**src/rtl/alu_rr_arbiter.sv**
```systemverilog
// Two-requester round-robin front end for a shared ALU; responses return to their issuer in issue order.
// Latency: 1 cycle from issue to response; backpressure is by valid/ready with an in-flight cap of MAX_OUT.

// Small synchronous FIFO: wrap-around pointers, head entry presented from storage.
// Latency: push visible at head on the next edge; push while full is only taken with a same-cycle pop.
module alu_rr_fifo #(
    parameter int W     = 1,
    parameter int DEPTH = 2
) (
    input  logic         clk,
    input  logic         rst_n,
    input  logic         push_vld,
    input  logic [W-1:0] push_dat,
    input  logic         pop,
    output logic [W-1:0] head_dat,
    output logic         empty,
    output logic         full
);
    localparam int AW = (DEPTH > 1) ? $clog2(DEPTH) : 1;
    localparam int CW = $clog2(DEPTH + 1);

    logic [W-1:0]  mem [DEPTH];
    logic [AW-1:0] wr_ptr;
    logic [AW-1:0] rd_ptr;
    logic [CW-1:0] count;
    logic          do_push;
    logic          do_pop;

    function automatic logic [AW-1:0] ptr_next(input logic [AW-1:0] p);
        return (p == AW'(DEPTH - 1)) ? '0 : p + 1'b1;
    endfunction

    assign empty    = (count == '0);
    assign full     = (count == CW'(DEPTH));
    assign do_pop   = pop & ~empty;
    assign do_push  = push_vld & (~full | do_pop);
    assign head_dat = mem[rd_ptr];

    always_ff @(posedge clk) begin
        if (do_push) begin
            mem[wr_ptr] <= push_dat;
        end
    end

    always_ff @(posedge clk or negedge rst_n) begin
        if (!rst_n) begin
            wr_ptr <= '0;
            rd_ptr <= '0;
            count  <= '0;
        end else begin
            if (do_push) begin
                wr_ptr <= ptr_next(wr_ptr);
            end
            if (do_pop) begin
                rd_ptr <= ptr_next(rd_ptr);
            end
            count <= count + CW'(do_push) - CW'(do_pop);
        end
    end
endmodule

// ADD/SUB/AND/POPCNT unit with a registered result queue of DEPTH entries, {result, ovf, carry, zero}.
// Latency: 1 cycle; accepts a new operation while the queue has room or its head drains this cycle.
module alu_rr_alu #(
    parameter int WIDTH = 8,
    parameter int DEPTH = 2
) (
    input  logic             clk,
    input  logic             rst_n,
    input  logic [WIDTH-1:0] arg0,
    input  logic [WIDTH-1:0] arg1,
    input  logic [1:0]       oper,
    input  logic             in_vld,
    output logic             in_rdy,
    output logic [WIDTH+2:0] y,
    output logic             out_vld,
    input  logic             out_rdy
);
    logic [WIDTH:0]   sum;
    logic [WIDTH:0]   diff;
    logic [WIDTH-1:0] res;
    logic             ovf;
    logic             carry;
    logic             q_empty;
    logic             q_full;
    logic             q_pop;

    assign sum  = {1'b0, arg0} + {1'b0, arg1};
    assign diff = {1'b0, arg0} - {1'b0, arg1};

    // SUB reports borrow in the carry flag; overflow is two's-complement overflow.
    always_comb begin
        res   = '0;
        ovf   = 1'b0;
        carry = 1'b0;
        case (oper)
            2'b00: begin
                res   = sum[WIDTH-1:0];
                carry = sum[WIDTH];
                ovf   = (arg0[WIDTH-1] == arg1[WIDTH-1]) && (sum[WIDTH-1] != arg0[WIDTH-1]);
            end
            2'b01: begin
                res   = diff[WIDTH-1:0];
                carry = diff[WIDTH];
                ovf   = (arg0[WIDTH-1] != arg1[WIDTH-1]) && (diff[WIDTH-1] != arg0[WIDTH-1]);
            end
            2'b10: begin
                res = arg0 & arg1;
            end
            default: begin
                for (int i = 0; i < WIDTH; i++) begin
                    res = res + WIDTH'(arg0[i]);
                end
            end
        endcase
    end

    assign q_pop   = out_vld & out_rdy;
    assign in_rdy  = ~q_full | q_pop;
    assign out_vld = ~q_empty;

    alu_rr_fifo #(.W(WIDTH + 3), .DEPTH(DEPTH)) u_result_q (
        .clk      (clk),
        .rst_n    (rst_n),
        .push_vld (in_vld & in_rdy),
        .push_dat ({res, ovf, carry, (res == '0)}),
        .pop      (q_pop),
        .head_dat (y),
        .empty    (q_empty),
        .full     (q_full)
    );
endmodule

module alu_rr_arbiter #(
    parameter int WIDTH   = 8,
    parameter int MAX_OUT = 2
) (
    input  logic             i_CLK,
    input  logic             i_RSTn,
    input  logic [WIDTH-1:0] i_r0_arg0,
    input  logic [WIDTH-1:0] i_r0_arg1,
    input  logic [1:0]       i_r0_oper,
    input  logic             i_r0_VALID,
    output logic             o_r0_READY,
    output logic [WIDTH+2:0] o_r0_Y,
    output logic             o_r0_VALID,
    input  logic             i_r0_READY,
    input  logic [WIDTH-1:0] i_r1_arg0,
    input  logic [WIDTH-1:0] i_r1_arg1,
    input  logic [1:0]       i_r1_oper,
    input  logic             i_r1_VALID,
    output logic             o_r1_READY,
    output logic [WIDTH+2:0] o_r1_Y,
    output logic             o_r1_VALID,
    input  logic             i_r1_READY,
    output logic             o_busy
);
    logic             run;
    logic             rr_ptr;
    logic             lock_vld;
    logic             lock_id;
    logic             has_gnt;
    logic             gnt_id;
    logic             gnt_vld;
    logic             issue_ok;
    logic             issue;
    logic             alu_i_vld;
    logic             alu_i_rdy;
    logic             alu_o_vld;
    logic             alu_o_rdy;
    logic [WIDTH+2:0] alu_y;
    logic [WIDTH-1:0] mux_arg0;
    logic [WIDTH-1:0] mux_arg1;
    logic [1:0]       mux_oper;
    logic             tag_head;
    logic             tag_empty;
    logic             tag_full;
    logic             resp_pop;

    // A locked requester keeps the grant until its request is finally taken.
    always_comb begin
        has_gnt = 1'b0;
        gnt_id  = 1'b0;
        if (lock_vld) begin
            has_gnt = 1'b1;
            gnt_id  = lock_id;
        end else if (i_r0_VALID && i_r1_VALID) begin
            has_gnt = 1'b1;
            gnt_id  = rr_ptr;
        end else if (i_r0_VALID) begin
            has_gnt = 1'b1;
        end else if (i_r1_VALID) begin
            has_gnt = 1'b1;
            gnt_id  = 1'b1;
        end
    end

    assign gnt_vld  = has_gnt & (gnt_id ? i_r1_VALID : i_r0_VALID);
    assign mux_arg0 = gnt_id ? i_r1_arg0 : i_r0_arg0;
    assign mux_arg1 = gnt_id ? i_r1_arg1 : i_r0_arg1;
    assign mux_oper = gnt_id ? i_r1_oper : i_r0_oper;

    assign alu_o_rdy = ~tag_empty & (tag_head ? i_r1_READY : i_r0_READY);
    assign resp_pop  = alu_o_vld & alu_o_rdy;
    assign issue_ok  = ~tag_full | resp_pop;
    assign alu_i_vld = run & gnt_vld & issue_ok;
    assign issue     = alu_i_vld & alu_i_rdy;

    assign o_r0_READY = run & has_gnt & ~gnt_id & alu_i_rdy & issue_ok;
    assign o_r1_READY = run & has_gnt &  gnt_id & alu_i_rdy & issue_ok;
    assign o_r0_VALID = alu_o_vld & ~tag_empty & ~tag_head;
    assign o_r1_VALID = alu_o_vld & ~tag_empty &  tag_head;
    assign o_r0_Y     = alu_y;
    assign o_r1_Y     = alu_y;
    assign o_busy     = ~tag_empty;

    // run holds READY low during reset and for the first edge after release.
    always_ff @(posedge i_CLK or negedge i_RSTn) begin
        if (!i_RSTn) begin
            run      <= 1'b0;
            rr_ptr   <= 1'b0;
            lock_vld <= 1'b0;
            lock_id  <= 1'b0;
        end else begin
            run <= 1'b1;
            if (issue) begin
                rr_ptr   <= ~gnt_id;
                lock_vld <= 1'b0;
            end else if (run && gnt_vld) begin
                lock_vld <= 1'b1;
                lock_id  <= gnt_id;
            end
        end
    end

    alu_rr_alu #(.WIDTH(WIDTH), .DEPTH(MAX_OUT)) u_alu (
        .clk     (i_CLK),
        .rst_n   (i_RSTn),
        .arg0    (mux_arg0),
        .arg1    (mux_arg1),
        .oper    (mux_oper),
        .in_vld  (alu_i_vld),
        .in_rdy  (alu_i_rdy),
        .y       (alu_y),
        .out_vld (alu_o_vld),
        .out_rdy (alu_o_rdy)
    );

    alu_rr_fifo #(.W(1), .DEPTH(MAX_OUT)) u_tag_q (
        .clk      (i_CLK),
        .rst_n    (i_RSTn),
        .push_vld (issue),
        .push_dat (gnt_id),
        .pop      (resp_pop),
        .head_dat (tag_head),
        .empty    (tag_empty),
        .full     (tag_full)
    );
endmodule

```
**config.mk**
```make
export PLATFORM = sky130hd
export DESIGN_NAME = alu_rr_arbiter
export DESIGN_NICKNAME = d
export VERILOG_FILES = /design/src/rtl/alu_rr_arbiter.sv
export SDC_FILE = /design/constraint.sdc
export NUM_CORES = 1
export LEC_CHECK = 0
export ABC_AREA = 1
export CORE_ASPECT_RATIO = 1.25
export CORE_MARGIN = 2
export CORE_UTILIZATION = 40
export CTS_CLUSTER_SIZE = 30
export DETAILED_ROUTE_END_ITERATION = 16
export GPL_TIMING_DRIVEN = 1
export PLACE_DENSITY = 0.65
export SLEW_MARGIN = 20
export SYNTH_ARGS = -nofsm -noshare
export SYNTH_HDL_FRONTEND = slang
export SYNTH_SLANG_ARGS = --single-unit
```
**constraint.sdc**
```tcl
create_clock -name i_CLK -period 6 [get_ports i_CLK]
set_clock_uncertainty 0.1 [all_clocks]
set_input_delay 1.8 -clock i_CLK [delete_from_list [all_inputs] [get_ports i_CLK]]
set_output_delay 1.8 -clock i_CLK [all_outputs]
set_load 0.01 [all_outputs]
```
==> results.py, run 1 <==
metrics = {
    "worst_setup_path": {
        "start_kind": "input port",
        "crit_chain": "clkdlybuf4s50_1, inv_1, nor2_2, nand2_4, nand2_8, inv_1, or2_2, o21ai_1, inv_1, ha_1, inv_1, fa_1, fa_1, inv_1, fa_1, inv_1, fa_1, inv_1, nand3_1, nand4_1, nor2_1, nand2_1, nor2_1",
        "crit_path_max_incr_delay_ns": 0.51,
        "cpMostUsedCell": "inv_1",
        "arrival_ns": 5.74,
        "cp-endpoint": "u_alu.u_result_q.mem[1][0]",
        "reg2reg_slack_ns": 1.81,
        "path_depth": 23,
        "cp_num_buf_inv": 8,
        "r2r_end": "u_alu.u_result_q.mem[1][0]",
        "path_max_fanout": 2,
        "crit_start": "i_r1_VALID",
        "end_kind": "flip-flop",
        "crit_required_ns": 5.94,
        "cpMaxStageDelayCell": "fa_1",
        "timing.rr.start": "lock_vld",
        "r2r_cells": 21,
        "path_class": "in2reg",
        "crit_family": "adder cells",
    },
    "clocking": {
        "cts_post_setup_buffers_inserted": 0,
        "cts_buffers": 5,
        "clkTransAtPathRegs_ns": 0.07,
        "cts.repair.resized": 0,
        "clk_path_buf_depth": 2,
        "cts_hold_buf": 0,
        "clk_latency_ns": 0.28,
        "cts_tree": "done",
        "root_buffer": "clkbuf_8",
        "clkSinkCount": 36,
        "htree_levels": 2,
    },
    "layout": {
        "regArea_mm2": 0.00102,
        "diodes": 0,
        "nets": 548,
        "area_growth_syn_to_layout_pct": 26.5,
        "fillerInstances": 785,
        "drive_above_1_share_pct": 12.1,
        "multiInputGateArea_mm2": 0.00175,
        "final_cell_area_mm2": 0.00402,
        "final_core_util_pct": 51.9,
    },
    "run": {
        "maxCapViolCount": 0,
    },
    "timing": {
        "fmax_ghz": 0.173,
        "min_period_ns": 5.79,
        "tightest_slew_ns": 0.667,
        "min_period_over_period_pct": 96.6,
        "setup_viol_count_final": 0,
        "fin_tns_setup_ns": 0,
        "rsz0062_at_grt": "false",
        "slew_viol_final": 0,
        "setup_slack_ns": 0.205,
        "relSlewSlack_pct": 55.0,
        "finalHoldViolCount": 0,
    },
    "floorplan": {
        "die_y_um": 104,
        "rows": 36,
        "dieArea_mm2": 0.00868,
        "pin_count": 69,
        "start_util_pct": 41.0,
        "die_w_um": 83.7,
        "core_mm2": 0.00775,
    },
    "synth": {
        "synth-xor-area-share_pct": 2.76,
        "ys.flop_type": "edfxtp_1",
        "yosys.area_share.simple_pct": 29.9,
        "synth_edf_count": 24,
        "syn_area_mm2": 0.00318,
        "synthesis.nets": 481,
        "synth-compound-area-share_pct": 5.51,
        "synth_fa_ha_area_share_pct": 12.8,
        "syn_avg_cell_area_um2": 7.75,
        "yosys_register_bits": 36,
        "synth.distinct_cells": 34,
        "ys.warnings.count": 0,
        "syn_inst": 410,
        "synth_top_family_by_area": "simple AND/OR/NAND/NOR gates",
        "seq_area_frac_synth_pct": 32.1,
        "async_flop_share_pct": 33.3,
        "synthMuxAreaShare_pct": 3.90,
    },
    "placed_design": {
        "dp_slack_ns": -0.169,
        "placed_cell_area_mm2": 0.00394,
        "gp_congestion": 0.918,
        "dp_hpwl_um": 5540,
        "io_buffer_count": 68,
    },
    "global_route": {
        "grt_pass1_wl_um": 11600,
        "grt_pass1_vias": 2710,
        "grt_usage_pct": 16.0,
        "grt_max_degree": 16,
        "gr-total-overflow": 0,
        "antenna_found_initial": 0,
    },
    "detailed_routing": {
        "m1WireLength_um": 2760,
        "dr.pass1.iters": 4,
        "met2_length_um": 3440,
        "postRouteAntennaNets": 0,
        "drt_iter0_drc": 99,
        "met3WireLength_um": 228,
        "top_layer": "met4",
        "drcViolationCount": 0,
        "wl_per_cell_um": 11.5,
        "via_count": 2718,
        "routed_via_density": 4.74,
        "wl_um": 6580,
    },
    "power": {
        "p_int_mw": 1.28,
        "p_sw_mw": 1.17,
        "power_mw": 2.45,
        "peakVddDrop_uv": 271,
        "clkPwrFrac_pct": 6.5,
        "pwr_density_cell_mw_per_mm2": 610,
        "leakage_nw": 1.93,
        "p_comb_share_pct": 74.2,
        "switching_share_pct": 47.9,
        "pwr-share-seq_pct": 19.3,
    },
    "status": {
        "status": "finished clean",
    },
    "hold_path": {
        "worstHoldPathType": "reg2reg",
    },
}
-- kinds of logic after synthesis --
| kind of cell | Yosys count |
|---|---|
| adders and majority gates | 29 |
| muxes | 11 |
| xor gates and xnor gates | 10 |
| buffers and inverters | 95 |
| AOI/OAI and AO/OA | 31 |
| other | 1 |
| DFF | 36 |
| and+or+nand+nor | 197 |
-- cell type report --
cell class,instances,share of cell area (%)
Multi-Input combinational cell,279,43.5
Sequential cell,36,25.4
Timing Repair Buffer,79,19.0
Inverter,76,7.13
Tap cell,95,2.96
Clock buffer,7,1.90
Clock inverter,1,0.124
-- sequential cells by signal (all words and copies together), names as in the netlist, 2 cells and up --
signal                  cells
u_alu.u_result_q.mem       22
u_alu.u_result_q.count      2
u_tag_q.count               2
u_tag_q.mem                 2
-- power by group through the flow --
| stage | logic [mW] | registers, mW | clock network, mW |
|---|---|---|---|
| after global routing | 2.08 | 0.485 | 0.176 |
| final | 1.82 | 0.474 | 0.159 |
| after global placement | 1.79 | 0.475 | 0 |
| after CTS | 1.84 | 0.475 | 0.165 |
| after detailed placement | 1.83 | 0.479 | 0 |
| after floorplan | 1.35 | 0.455 | 0 |
-- stage by stage --
step                hold slack (ns)  cells
finish                        0.396    573
global route                  0.436    573
CTS                           0.399    573
detailed placement            0.387    565
global placement              0.371    565
floorplan                     0.353    410
-- how the worst min path moves through the flow --
| stage | slack [ns] | depth (start not counted) | to | start |
|---|---|---|---|---|
| 6_report | 0.40 | 2 | lock_id | lock_id |
| 4_1_cts | 0.40 | 2 | lock_id | lock_id |
| 5_1_grt | 0.44 | 2 | rr_ptr | rr_ptr |
| 2_1_floorplan | 0.35 | 2 | rr_ptr | rr_ptr |
| 3_5_place_dp | 0.39 | 2 | lock_id | lock_id |
| 3_3_place_gp | 0.37 | 2 | rr_ptr | rr_ptr |
-- per-layer routing --
| layer | GRT usage [%] | vias to the layer above |
|---|---|---|
| li1 | - | 1414 |
| met1 | 18.0 | 1239 |
| met2 | 29.9 | 57 |
| met3 | 1.99 | 8 |
| met4 | 6.34 | 0 |
| met5 | 0 | - |
-- cells in the mapped netlist (all sizes together), types with 6 or more instances --
cell,count,area (um^2)
edfxtp,24,721
inv,75,282
nand3,37,195
nand4,7,43.8
dfrtp,12,300
nand2,107,470
a21oi,9,52.6
nor2,33,149
ha,23,288
buf,19,121
o21ai,20,108
mux2,11,124
fa,6,120
-- placed cells by master, fill, tap and decap left out, types with 3 or more instances in the layout --
cell / count
dfrtp_1: 12
nand3_1: 35
xor2_1: 5
nand2_2: 3
xnor2_1: 5
mux2_2: 11
o21ai_0: 16
inv_1: 75
nor3_1: 3
or2_2: 4
edfxtp_1: 24
a21oi_1: 7
nand3b_1: 4
nand2_1: 97
nor2_2: 7
nand4_1: 7
fa_1: 6
nand2_4: 6
buf_4: 11
clkbuf_8: 5
ha_1: 23
clkdlybuf4s50_1: 68
nor2_1: 25
-- worst reg2reg max path: cells and delay by family, from the launching register on --
| kind | cells | cell delay (ns) |
|---|---|---|
| fa+ha+maj | 5 | 2.02 |
| compound gates | 1 | 0.11 |
| simple gates | 9 | 0.92 |
| flops | 1 | 0.43 |
| buf+inv | 6 | 0.39 |
Note: power is estimated with default switching activity, not from simulation.
==> run 2, diff against run 1 <==
SETUP_SLACK_MARGIN = 0.1   (was not set)
SKIP_LAST_GASP = 1   (was not set)
==> run 2 against run 1 <==
Combinational power barely moved. Total power is 0.44% higher. Sequential share of layout area fell by 0.055 points. Largest cell class unchanged.
==> results.py, run 2 (synthesis gave the netlist of run 1 again) <==
metrics = {
    "worst_setup_path": {
        "path_depth": 23,
        "arrival_ns": 5.65,
        "cp_num_buf_inv": 8,
        "r2r_end": "u_alu.u_result_q.mem[1][0]",
        "cp-endpoint": "u_alu.u_result_q.mem[1][0]",
        "crit_required_ns": 5.94,
        "crit_chain": "clkdlybuf4s50_1, inv_1, nor2_2, nand2_4, nand2_8, inv_1, or2_2, o21ai_2, inv_1, ha_1, inv_1, fa_1, fa_1, inv_1, fa_2, inv_1, fa_1, inv_1, nand3_1, nand4_1, nor2_1, nand2_1, nor2_2",
        "path_class": "in2reg",
        "crit_start": "i_r1_VALID",
        "timing.rr.start": "lock_vld",
        "r2r_cells": 21,
        "crit_family": "adder cells",
        "cpMostUsedCell": "inv_1",
        "reg2reg_slack_ns": 1.90,
        "start_kind": "input port",
        "crit_path_max_incr_delay_ns": 0.51,
        "cpMaxStageDelayCell": "fa_1",
        "end_kind": "flip-flop",
        "path_max_fanout": 2,
    },
    "power": {
        "peakVddDrop_uv": 272,
        "p_int_mw": 1.28,
        "p_sw_mw": 1.18,
        "p_comb_share_pct": 74.3,
        "pwr_density_cell_mw_per_mm2": 612,
        "power_mw": 2.46,
        "pwr-share-seq_pct": 19.2,
        "switching_share_pct": 47.9,
        "leakage_nw": 1.93,
        "clkPwrFrac_pct": 6.5,
    },
    "detailed_routing": {
        "via_count": 2716,
        "dr.pass1.iters": 4,
        "drcViolationCount": 0,
        "wl_per_cell_um": 11.5,
        "routed_via_density": 4.74,
        "wl_um": 6570,
        "drt_iter0_drc": 97,
        "postRouteAntennaNets": 0,
    },
    "clocking": {
        "clkTransAtPathRegs_ns": 0.07,
        "root_buffer": "clkbuf_8",
        "cts_tree": "done",
        "clk_latency_ns": 0.28,
        "cts_buffers": 5,
        "clk_path_buf_depth": 2,
        "cts_hold_buf": 0,
        "clkSinkCount": 36,
        "htree_levels": 2,
        "cts_post_setup_buffers_inserted": 0,
        "cts.repair.resized": 0,
    },
    "timing": {
        "fmax_ghz": 0.175,
        "finalHoldWorstSlack_ns": 0.396,
        "rsz0062_at_grt": "false",
        "slew_viol_final": 0,
        "tightest_slew_ns": 0.667,
        "min_period_ns": 5.71,
        "relSlewSlack_pct": 55.1,
        "setup_viol_count_final": 0,
        "setup_slack_ns": 0.294,
        "finalHoldViolCount": 0,
        "min_period_over_period_pct": 95.1,
    },
    "layout": {
        "area_growth_syn_to_layout_pct": 26.8,
        "drive_above_1_share_pct": 12.8,
        "final_core_util_pct": 52.0,
        "final_common_cell": "nand2_1",
        "final_cell_mix": "97 x nand2_1, 75 x inv_1, 68 x clkdlybuf4s50_1",
        "nets": 548,
        "final_cell_area_mm2": 0.00403,
        "diodes": 0,
        "largest_reg_flops": 22,
        "regMostFlops": "u_alu.u_result_q.mem",
    },
    "floorplan": {
        "start_util_pct": 41.0,
        "core_mm2": 0.00775,
        "dieArea_mm2": 0.00868,
        "die_y_um": 104,
        "die_w_um": 83.7,
        "rows": 36,
        "pin_count": 69,
    },
    "placed_design": {
        "dp_slack_ns": -0.169,
        "gp_congestion": 0.918,
        "placed_cell_area_mm2": 0.00394,
        "io_buffer_count": 68,
        "dp_hpwl_um": 5540,
    },
    "global_route": {
        "antenna_found_initial": 0,
        "grt_max_degree": 16,
        "grt_pass1_vias": 2710,
        "grt_usage_pct": 16.0,
        "gr-total-overflow": 0,
        "grt_pass1_wl_um": 11600,
    },
    "run": {
        "maxCapViolCount": 0,
    },
    "status": {
        "status": "finished clean",
    },
    "hold_path": {
        "worstHoldPathType": "reg2reg",
    },
}
-- run 2: changes by cell type in the layout (fill, tap and decap cells not counted) --
cell | previous run | this run
o21ai_1 | 2 | 1
nor2_1 | 25 | 24
o21ai_2 | 2 | 3
fa_2 | 0 | 1
fa_1 | 6 | 5
nor2_2 | 7 | 8
-- run 2: cell type report --
cell class                 count  area [um^2]
clock buffer                   7         76.3
clock inverter                 1         5.00
fill                         785         3720
inverter                      76          287
multi-input combinational    279         1760
sequential                    36         1020
tap                           95          119
timing repair buffer          79          763
-- run 2: worst reg2reg max path: cells and delay by family, from the launching register on --
family	cells	cell delay (ns)
AND/OR/NAND/NOR	9	0.94
AO/OA/AOI/OAI	1	0.07
buffers and inverters	6	0.37
flip-flops	1	0.43
adder cells (fa/ha/maj)	5	1.97
-- run 2: layer usage --
layer,GRT usage [%],part of all wire [%],vias to the layer above
li1,-,-,1414
met1,18.0,42,1235
met2,29.9,52,59
met3,1.99,3.7,8
met4,6.34,2.3,0
met5,0,0,-
-- run 2: worst min-delay path by stage --
stage	cells after the start	end	from
2_1_floorplan	2	rr_ptr	rr_ptr
3_3_place_gp	2	rr_ptr	rr_ptr
3_5_place_dp	2	lock_id	lock_id
4_1_cts	2	lock_id	lock_id
5_1_grt	2	rr_ptr	rr_ptr
6_report	2	lock_id	lock_id
-- run 2: metrics by stage --
stage	setup TNS (ns)	cells
after detailed placement	-0.338	565
final	0	573
after global placement	-0.0366	565
after CTS	0	573
after floorplan	0	410
after global routing	0	573
-- run 2: power by group through the flow --
stage / logic, mW / registers, mW / clock network (mW)
final: 1.83 / 0.474 / 0.159
after global routing: 2.09 / 0.485 / 0.176
after CTS: 1.84 / 0.475 / 0.165
after detailed placement: 1.83 / 0.479 / 0
after global placement: 1.79 / 0.475 / 0
after floorplan: 1.35 / 0.455 / 0
